`src/rtl/multiword_add_sequencer_pkg.sv`:
```
// Shared types and sizing helpers for the word-serial multi-precision adder.
package multiword_add_pkg;

  typedef enum logic [0:0] {IDLE = 1'b0, RUN = 1'b1} madd_state_t;

  // A single-word operation still needs a 1-bit counter.
  function automatic int cnt_width(input int num_words);
    if (num_words > 1) begin
      return $clog2(num_words);
    end else begin
      return 1;
    end
  endfunction

endpackage

```
`src/rtl/multiword_add_sequencer_carry_extractor.sv`:
```
// Recovers the carry into every bit position of an adder from its operands and sum.
module carry_extractor #(
  parameter int DATA_WIDTH = 32
) (
  input  logic [DATA_WIDTH-1:0] a,
  input  logic [DATA_WIDTH-1:0] b,
  input  logic [DATA_WIDTH-1:0] sum,
  output logic [DATA_WIDTH-1:0] carries
);

  // sum[i] = a[i] ^ b[i] ^ cin[i], so the incoming carry falls out of the xor.
  always_comb begin
    carries = a ^ b ^ sum;
  end

endmodule

```
`src/rtl/multiword_add_sequencer.sv`:
```
// Word-serial add/subtract sequencer: one adder slice over NUM_WORDS words, LSW first.
module multiword_add_sequencer
  import multiword_add_pkg::*;
#(
  parameter int DATA_WIDTH = 32,
  parameter int NUM_WORDS  = 4
) (
  input  logic                  clk,
  input  logic                  rst,
  input  logic                  cmd_valid,
  output logic                  cmd_ready,
  input  logic                  cmd_sub,
  input  logic                  in_valid,
  output logic                  in_ready,
  input  logic [DATA_WIDTH-1:0] in_a,
  input  logic [DATA_WIDTH-1:0] in_b,
  output logic                  out_valid,
  input  logic                  out_ready,
  output logic [DATA_WIDTH-1:0] out_sum,
  output logic                  out_last,
  output logic                  out_carry,
  output logic                  out_overflow
);

  localparam int CNT_W = cnt_width(NUM_WORDS);
  localparam logic [CNT_W-1:0] LAST_IDX = CNT_W'(NUM_WORDS - 1);

  madd_state_t              state_r;
  logic                     sub_r;
  logic                     carry_r;
  logic [CNT_W-1:0]         word_cnt_r;

  logic [DATA_WIDTH-1:0]    b_eff_s;
  logic [DATA_WIDTH-1:0]    sum_s;
  logic                     carry_msb_s;
  logic [DATA_WIDTH-2:0]    carries_unused_s;
  logic                     cout_s;
  logic                     ovf_s;
  logic                     is_last_s;
  logic                     cmd_fire_s;
  logic                     in_fire_s;

  // Only the carry into the MSB matters for carry-out and signed overflow.
  carry_extractor #(
    .DATA_WIDTH (DATA_WIDTH)
  ) u_carry_extractor (
    .a       (in_a),
    .b       (b_eff_s),
    .sum     (sum_s),
    .carries ({carry_msb_s, carries_unused_s})
  );

  // Slice arithmetic, handshakes and last-word detection.
  always_comb begin
    b_eff_s    = in_b ^ {DATA_WIDTH{sub_r}};
    sum_s      = in_a + b_eff_s + DATA_WIDTH'(carry_r);
    cout_s     = (in_a[DATA_WIDTH-1] & b_eff_s[DATA_WIDTH-1]) |
                 (carry_msb_s & (in_a[DATA_WIDTH-1] ^ b_eff_s[DATA_WIDTH-1]));
    ovf_s      = carry_msb_s ^ cout_s;
    is_last_s  = (word_cnt_r == LAST_IDX);
    cmd_ready  = (state_r == IDLE);
    in_ready   = (state_r == RUN) && (!out_valid || out_ready);
    cmd_fire_s = cmd_valid && cmd_ready;
    in_fire_s  = in_valid && in_ready;
  end

  // Sequencer state, inter-word carry and the output register.
  always_ff @(posedge clk) begin
    if (rst) begin
      state_r      <= IDLE;
      sub_r        <= 1'b0;
      carry_r      <= 1'b0;
      word_cnt_r   <= CNT_W'(0);
      out_valid    <= 1'b0;
      out_sum      <= {DATA_WIDTH{1'b0}};
      out_last     <= 1'b0;
      out_carry    <= 1'b0;
      out_overflow <= 1'b0;
    end else begin
      case (state_r)
        IDLE: begin
          if (cmd_fire_s) begin
            sub_r      <= cmd_sub;
            carry_r    <= cmd_sub;
            word_cnt_r <= CNT_W'(0);
            state_r    <= RUN;
          end
        end
        RUN: begin
          if (in_fire_s) begin
            carry_r <= cout_s;
            if (is_last_s) begin
              word_cnt_r <= CNT_W'(0);
              state_r    <= IDLE;
            end else begin
              word_cnt_r <= word_cnt_r + CNT_W'(1);
            end
          end
        end
        default: begin
          state_r <= IDLE;
        end
      endcase

      // A load in the same cycle as a drain wins, keeping full throughput.
      if (in_fire_s) begin
        out_valid    <= 1'b1;
        out_sum      <= sum_s;
        out_last     <= is_last_s;
        out_carry    <= is_last_s ? cout_s : 1'b0;
        out_overflow <= is_last_s ? ovf_s : 1'b0;
      end else if (out_ready) begin
        out_valid    <= 1'b0;
      end
    end
  end

endmodule
```
`config.mk`:
```
export PLATFORM = sky130hd
export DESIGN_NAME = multiword_add_sequencer
export DESIGN_NICKNAME = d
export VERILOG_FILES = /design/src/rtl/multiword_add_sequencer_pkg.sv /design/src/rtl/multiword_add_sequencer_carry_extractor.sv /design/src/rtl/multiword_add_sequencer.sv
export SDC_FILE = /design/constraint.sdc
export NUM_CORES = 1
export LEC_CHECK = 0
export CORE_MARGIN = 3
export CORE_UTILIZATION = 45
export DETAILED_ROUTE_END_ITERATION = 8
export GPL_ROUTABILITY_DRIVEN = 0
export PLACE_DENSITY_LB_ADDON = 0.3
export SLEW_MARGIN = 15
export SYNTH_ARGS = -nofsm -noshare
export SYNTH_HDL_FRONTEND = slang
export SYNTH_HIERARCHICAL = 1
export SYNTH_SLANG_ARGS = --single-unit
```
`constraint.sdc`:
```
create_clock -name clk -period 9.5 [get_ports clk]
set_input_delay 1.425 -clock clk [delete_from_list [all_inputs] [get_ports clk]]
set_output_delay 1.425 -clock clk [all_outputs]
set_load 0.005 [all_outputs]
```
==> impl_summary.txt, run 1 <==
----------------------------------------------------
[Critical path]
  R2R Path End ... carry_r
  Origin of the critical flop-to-flop path ... sub_r
  Worst Setup End Kind ... flip-flop
  R2R Setup Slk ... 5.45 ns
  Arrival time at the worst endpoint ... between 4 and 5 ns
  Highest fanout seen on the critical path ... 4
  Worst reg2reg path depth ... 14
  Required time at the worst-slack endpoint ... 9.66 ns
  Kind of critical path ... in -> reg
  Kind of start point of the critical path ... input port

[Clocking]
  Clk sinks ... 41
  Clock latency on the worst-skew pair ... 0.29 ns
  Clock tree from TritonCTS ... done
  Post-CTS Setup Inserts ... 0
  PostCTS Resize Cnt ... 0
  Number of buffers created by CTS ... 5
  CTS Root Cell ... clkbuf_8
  Hold-fix buffers at CTS ... 0
  Clock transition at the registers of the reported paths ... 0.08 ns
  Clock tree buffer depth ... 2
  H-Tree Level Count ... 2

[Pwr]
  PwrDens ... 133 mW/mm^2
  Lkg Pwr ... 1.94 nW
  Highest ir drop seen on vdd ... between 80 and 90 uV

[Placed design]
  Placed cell count ... 647
  Post-placement setup slack ... 4.58 ns
  I/O Buffers ... 107
  Dpl hpwl ... 7410 microns

[Drt]
  WL/cell ... 15.0 microns
  Via/cell ratio ... ~5.6
  Antenna violation net count after detailed routing ... 0
  Detailed Route Iter0 Violations ... 156
  Total via count in the routed design ... around 3600
  Remaining routing DRC violations ... 0
  Number of optimization iterations in the first detailed-route pass ... 5
  Final WL ... just under 10000 microns

[STA]
  Fin Hold WS ... between 0.4 and 0.5 ns
  Worst-Margin Slew ... approximately 0.96 ns
  Max-slew violation total from the final report ... 0
  Worst Setup Slack, final ... 4.86 ns
  Setup TNS after final layout ... 0 ns
  Finish-stage setup viols ... 0
  Number of failing hold endpoints at the final stage ... 0
  Worst Skew ... 0.00277 ns
  Achievable frequency ... 216 MHz
  Slew headroom ... 0.359
  RSZ-0062 raised after global routing ... false
  Final period utilization ... 0.488
  Post-layout minimum cycle time ... 4.64 ns

[Global routing]
  Maximum number of pins on one net before global-route repair ... 46
  Vias in the first global route ... 3618
  Gr usage total ... 0.220
  Gr ovfl total ... 0
  Antenna violations before repair ... 0
  First-pass GRT wire length ... 16000 microns

[Floorplan]
  Horiz. Die Dim ... 94.5 microns
  Die span in y ... 94.5 microns
  Area of the core ... 0.00741 sq mm
  Top-level port count ... 108
  Starting density of the core ... 0.475
  Die Outline Area ... 0.00892 sq mm
  Floorplan row count ... 31

[Flow run]
  Number of maximum-capacitance violations ... 0

[Yosys]
  Number of warning messages in the yosys log ... 6
  Synthesized Nets ... 566
  Gate Count Post-Synth ... about 460
  Post-Syn Area ... 0.00352 sq mm
  Mean post-synth cell area ... 7.62 sq um

[Cells and area]
  Signed area change from the synthesized netlist to the final layout ... 35.5%
  Layout Nets ... around 660
  Final core utilization ... 0.644
  Share of final-layout standard cells stronger than drive strength 1 ... 0.0522
  Post-route non-filler standard cell count ... between 600 and 700
  Diodes inserted ... 0

[Min path]
  Worst hold path endpoint ... out_last
  Hold Path Depth ... 2
  Source of the worst hold timing path ... out_last
  Path type of the worst min-delay path ... reg -> reg

[Outcome]
  Result of the run ... finished, final reports clean

----------------------------------------------------
[area by class of cell]
type,instances,area [sq um]
Timing Repair Buffer,110,1090
Tap cell,99,124
Multi-Input combinational cell,382,2550
Fill cell,690,2640
Clock inverter,2,37.5
Sequential cell,41,822
Inverter,15,56.3
Clock buffer,6,82.6
[metrics by stage]
step | instance area, sq um | power, mW
floorplan | 3520 | 0.387
global placement | 4650 | 0.476
global route | 4770 | 0.675
finish | 4770 | 0.633
CTS | 4770 | 0.635
detailed placement | 4650 | 0.482
[worst max-delay path: stages]
cell and delay (ns):
clkdlybuf4s50_1 0.47, xor2_1 0.15, inv_1 0.08, fa_1 0.40
nand3b_1 0.19, a21oi_1 0.23, o21ai_2 0.13, o31ai_2 0.37
a31o_1 0.27, a221o_1 0.21, xor2_1 0.19, xor3_1 0.29
a21o_1 0.21, nand3_1 0.10, a31oi_1 0.10
[worst max-delay path by stage]
stage / start / endpoint / slack, ns / cells past startpoint
6_report: in_b[0] / carry_r / 4.86 / 15
5_1_grt: in_b[0] / carry_r / 4.59 / 15
4_1_cts: in_b[0] / carry_r / 4.88 / 15
3_5_place_dp: in_b[0] / carry_r / 4.58 / 15
3_3_place_gp: in_b[0] / carry_r / 4.69 / 15
2_1_floorplan: in_b[4] / carry_r / 5.45 / 13
[layout by cell type (no fill, tap or decap), types with 3 or more instances in the layout]
cell type / instances
ha_1: 32
o21bai_1: 4
nand2_1: 85
a31oi_1: 4
a21oi_1: 68
inv_1: 15
a21o_1: 5
nor3_1: 5
clkbuf_8: 6
nor4_1: 3
and2_1: 3
nand3_1: 11
o21a_1: 3
nand2b_1: 3
clkdlybuf4s50_1: 107
dfxtp_1: 40
nor2_1: 20
nand4_1: 8
o21ai_2: 3
xor2_1: 44
a211oi_1: 4
o21ai_1: 4
o21ai_0: 14
nor2b_1: 3
buf_4: 3
and3_1: 5
xnor2_1: 13
[state kept, by name (all words and copies together) (netlist names)]
| signal | flops |
|---|---|
| sub_r | 1 |
| word_cnt_r | 2 |
| out_carry | 1 |
| out_overflow | 1 |
| out_sum | 32 |
| state_r | 1 |
| out_last | 1 |
| out_valid | 1 |
| carry_r | 1 |
[where the power goes]
group	switching (mW)	internal (mW)	leakage, nW
Clock	0.0655	0.0855	0.0574
Sequential	0.0105	0.184	0.335
Combinational	0.149	0.139	1.54
Total	0.225	0.408	1.94
[metal layers]
metal | share of wire | global-route usage | vias up | wire [microns]
met1 | 0.42 | 0.265 | 1672 | 4160
met5 | 0 | 0 | - | 0
met2 | 0.49 | 0.395 | 143 | 4820
met3 | 0.065 | 0.0351 | 16 | 640
li1 | - | - | 1810 | -
met4 | 0.019 | 0.0733 | 0 | 185
Power figures use the tool's default switching activity.
==> inputs of run 2 (changes only) <==
Clock period 9.5 ns to 4.3 ns, I/O delays scaled along.
==> impl_summary.txt, run 2 (synthesis results as in run 1) <==
----------------------------------------------------
[STA]
  Worst-Margin Slew ... 0.992 ns (was 0.962 ns)
  Slew headroom ... 0.339 (was 0.359)
  Max-slew violation total from the final report ... 0 (unchanged)
  Worst Setup Slack, final ... 0.600 ns (was 4.86 ns)
  Number of failing hold endpoints at the final stage ... 0 (unchanged)
  Final period utilization ... 0.861
  Post-layout minimum cycle time ... 3.70 ns
  Achievable frequency ... 270 MHz
  Fin Hold WS ... 0.458 ns (was 0.456 ns)
  Finish-stage setup viols ... 0 (unchanged)
  Worst Skew ... 0.00521 ns (was 0.00277 ns)
  RSZ-0062 raised after global routing ... false (unchanged)
  Setup TNS after final layout ... 0 ns (unchanged)

[Clocking]
  Number of buffers created by CTS ... 5 (unchanged)
  Clk sinks ... 41 (unchanged)
  Clock tree from TritonCTS ... done (unchanged)
  Hold-fix buffers at CTS ... 0 (unchanged)
  CTS Root Cell ... clkbuf_8 (unchanged)
  H-Tree Level Count ... 2 (unchanged)
  Clock latency on the worst-skew pair ... 0.30 ns (was 0.29 ns)
  Clock transition at the registers of the reported paths ... 0.08 ns (about the same)
  Post-CTS Setup Inserts ... 0 (unchanged)
  Clock tree buffer depth ... 2 (unchanged)
  PostCTS Resize Cnt ... 0 (unchanged)

[Cells and area]
  Largest register by flop count ... out_sum (unchanged)
  Share of final-layout standard cells stronger than drive strength 1 ... 0.0556 (was 0.0522)
  Post-route non-filler standard cell count ... 657 (was 655)
  Largest registers ... out_sum: 32 flops, word_cnt_r: 2 flops (unchanged)
  Final cell area excluding filler cells ... 0.00480 sq mm (was 0.00477 sq mm)
  Commonest cells after routing, fill and taps aside ... clkdlybuf4s50_1, nand2_1, a21oi_1, xor2_1, dfxtp_1 (unchanged)
  Layout Nets ... 661 (was 659)
  Final core utilization ... 0.648 (was 0.644)
  Diodes inserted ... 0 (unchanged)
  Commonest non-fill, non-tap cell in the layout ... clkdlybuf4s50_1 (unchanged)
  Signed area change from the synthesized netlist to the final layout ... 36.2% (was 35.5%)
  Flip-flop count of the largest register, all copies and words added ... 32 (unchanged)

[Critical path]
  Worst Setup End Kind ... flip-flop (unchanged)
  Highest fanout seen on the critical path ... 4 (unchanged)
  Worst setup path end ... carry_r (unchanged)
  Origin of the critical flop-to-flop path ... sub_r (unchanged)
  R2R Setup Slk ... 0.71 ns (was 5.45 ns)
  R2R Path End ... carry_r (unchanged)
  Kind of critical path ... in -> reg (unchanged)
  Worst reg2reg path depth ... 14 (unchanged)
  Worst setup startpoint ... in_b[0] (unchanged)
  Kind of start point of the critical path ... input port (unchanged)
  Required time at the worst-slack endpoint ... 4.47 ns (was 9.66 ns)
  Arrival time at the worst endpoint ... 3.87 ns (was 4.80 ns)

[Floorplan]
  Die span in y ... 94.5 microns (unchanged)
  Die Outline Area ... 0.00892 sq mm (unchanged)
  Floorplan row count ... 31 (unchanged)
  Starting density of the core ... 0.475 (unchanged)
  Horiz. Die Dim ... 94.5 microns (unchanged)
  Area of the core ... 0.00741 sq mm (unchanged)
  Top-level port count ... 108 (unchanged)

[Placed design]
  I/O Buffers ... 107 (unchanged)
  Dpl hpwl ... 7550 microns (was 7410 microns)
  Post-placement setup slack ... 0.326 ns (was 4.58 ns)
  Cell Area, Placed ... 0.00468 sq mm (was 0.00465 sq mm)
  Placed cell count ... 649 (was 647)

[Global routing]
  Vias in the first global route ... 3555 (was 3618)
  Antenna violations before repair ... 0 (unchanged)
  First-pass GRT wire length ... 16100 microns (was 16000 microns)
  Gr usage total ... 0.220 (about the same)
  Maximum number of pins on one net before global-route repair ... 43 (was 46)
  Gr ovfl total ... 0 (unchanged)

[Drt]
  Total via count in the routed design ... 3602 (was 3641)
  Number of optimization iterations in the first detailed-route pass ... 4 (was 5)
  Remaining routing DRC violations ... 0 (unchanged)
  Final WL ... 9770 microns (was 9800 microns)
  Antenna violation net count after detailed routing ... 0 (unchanged)
  Via/cell ratio ... 5.48 (was 5.56)
  Detailed Route Iter0 Violations ... 177 (was 156)
  WL/cell ... 14.9 microns (was 15.0 microns)

[Pwr]
  Highest ir drop seen on vdd ... 150 uV (was 86.5 uV)
  Total power ... 1.41 mW (was 0.633 mW)
  PwrDens ... 293 mW/mm^2 (was 133 mW/mm^2)
  Lkg Pwr ... 1.95 nW (was 1.94 nW)

[Min path]
  Path type of the worst min-delay path ... reg -> reg (unchanged)
  Source of the worst hold timing path ... out_sum[18] (was out_last)

[Outcome]
  Result of the run ... finished, final reports clean (unchanged)

[Flow run]
  Number of maximum-capacitance violations ... 0 (unchanged)

----------------------------------------------------
[run 2: worst min-delay path by stage]
| stage | depth (start not counted) | end | slack (ns) |
|---|---|---|---|
| final | 2 | out_sum[18] | 0.46 |
| after global routing | 2 | out_sum[5] | 0.48 |
| after CTS | 2 | out_sum[24] | 0.46 |
| after detailed placement | 2 | out_sum[24] | 0.45 |
| after global placement | 2 | out_sum[15] | 0.45 |
| after floorplan | 2 | out_carry | 0.45 |
[run 2: critical path, stage by stage]
cell             delay (ns)
clkdlybuf4s50_1        0.47
xor2_1                 0.15
inv_1                  0.07
fa_1                   0.40
nand3b_1               0.19
a21oi_1                0.23
o21ai_2                0.13
o31ai_2                0.28
a31o_1                 0.24
a221o_1                0.22
xor2_1                 0.17
xor3_1                 0.28
a21o_1                 0.21
nand3_1                0.08
a31oi_1                0.09
[run 2: layer usage]
metal | global-route usage | share of wire | up-vias
li1 | - | - | 1817
met1 | 0.266 | 0.43 | 1661
met2 | 0.401 | 0.50 | 117
met3 | 0.0406 | 0.067 | 7
met4 | 0.0529 | 0.0084 | 0
met5 | 0 | 0 | -
[run 2: report_power, final]
part	leakage (nW)	internal, mW	switching (mW)
clock	0.0574	0.189	0.144
combinational	1.56	0.311	0.339
sequential	0.335	0.406	0.0177
total	1.95	0.906	0.500
[run 2: area by class of cell]
cell class / count / area (sq um)
well taps: 99 / 124
repair buffers: 112 / 1120
fillers: 668 / 2610
inverters: 15 / 56.3
clock inverters: 2 / 37.5
multi-input cells: 382 / 2550
clock buffers: 6 / 82.6
flip-flops and latches: 41 / 822
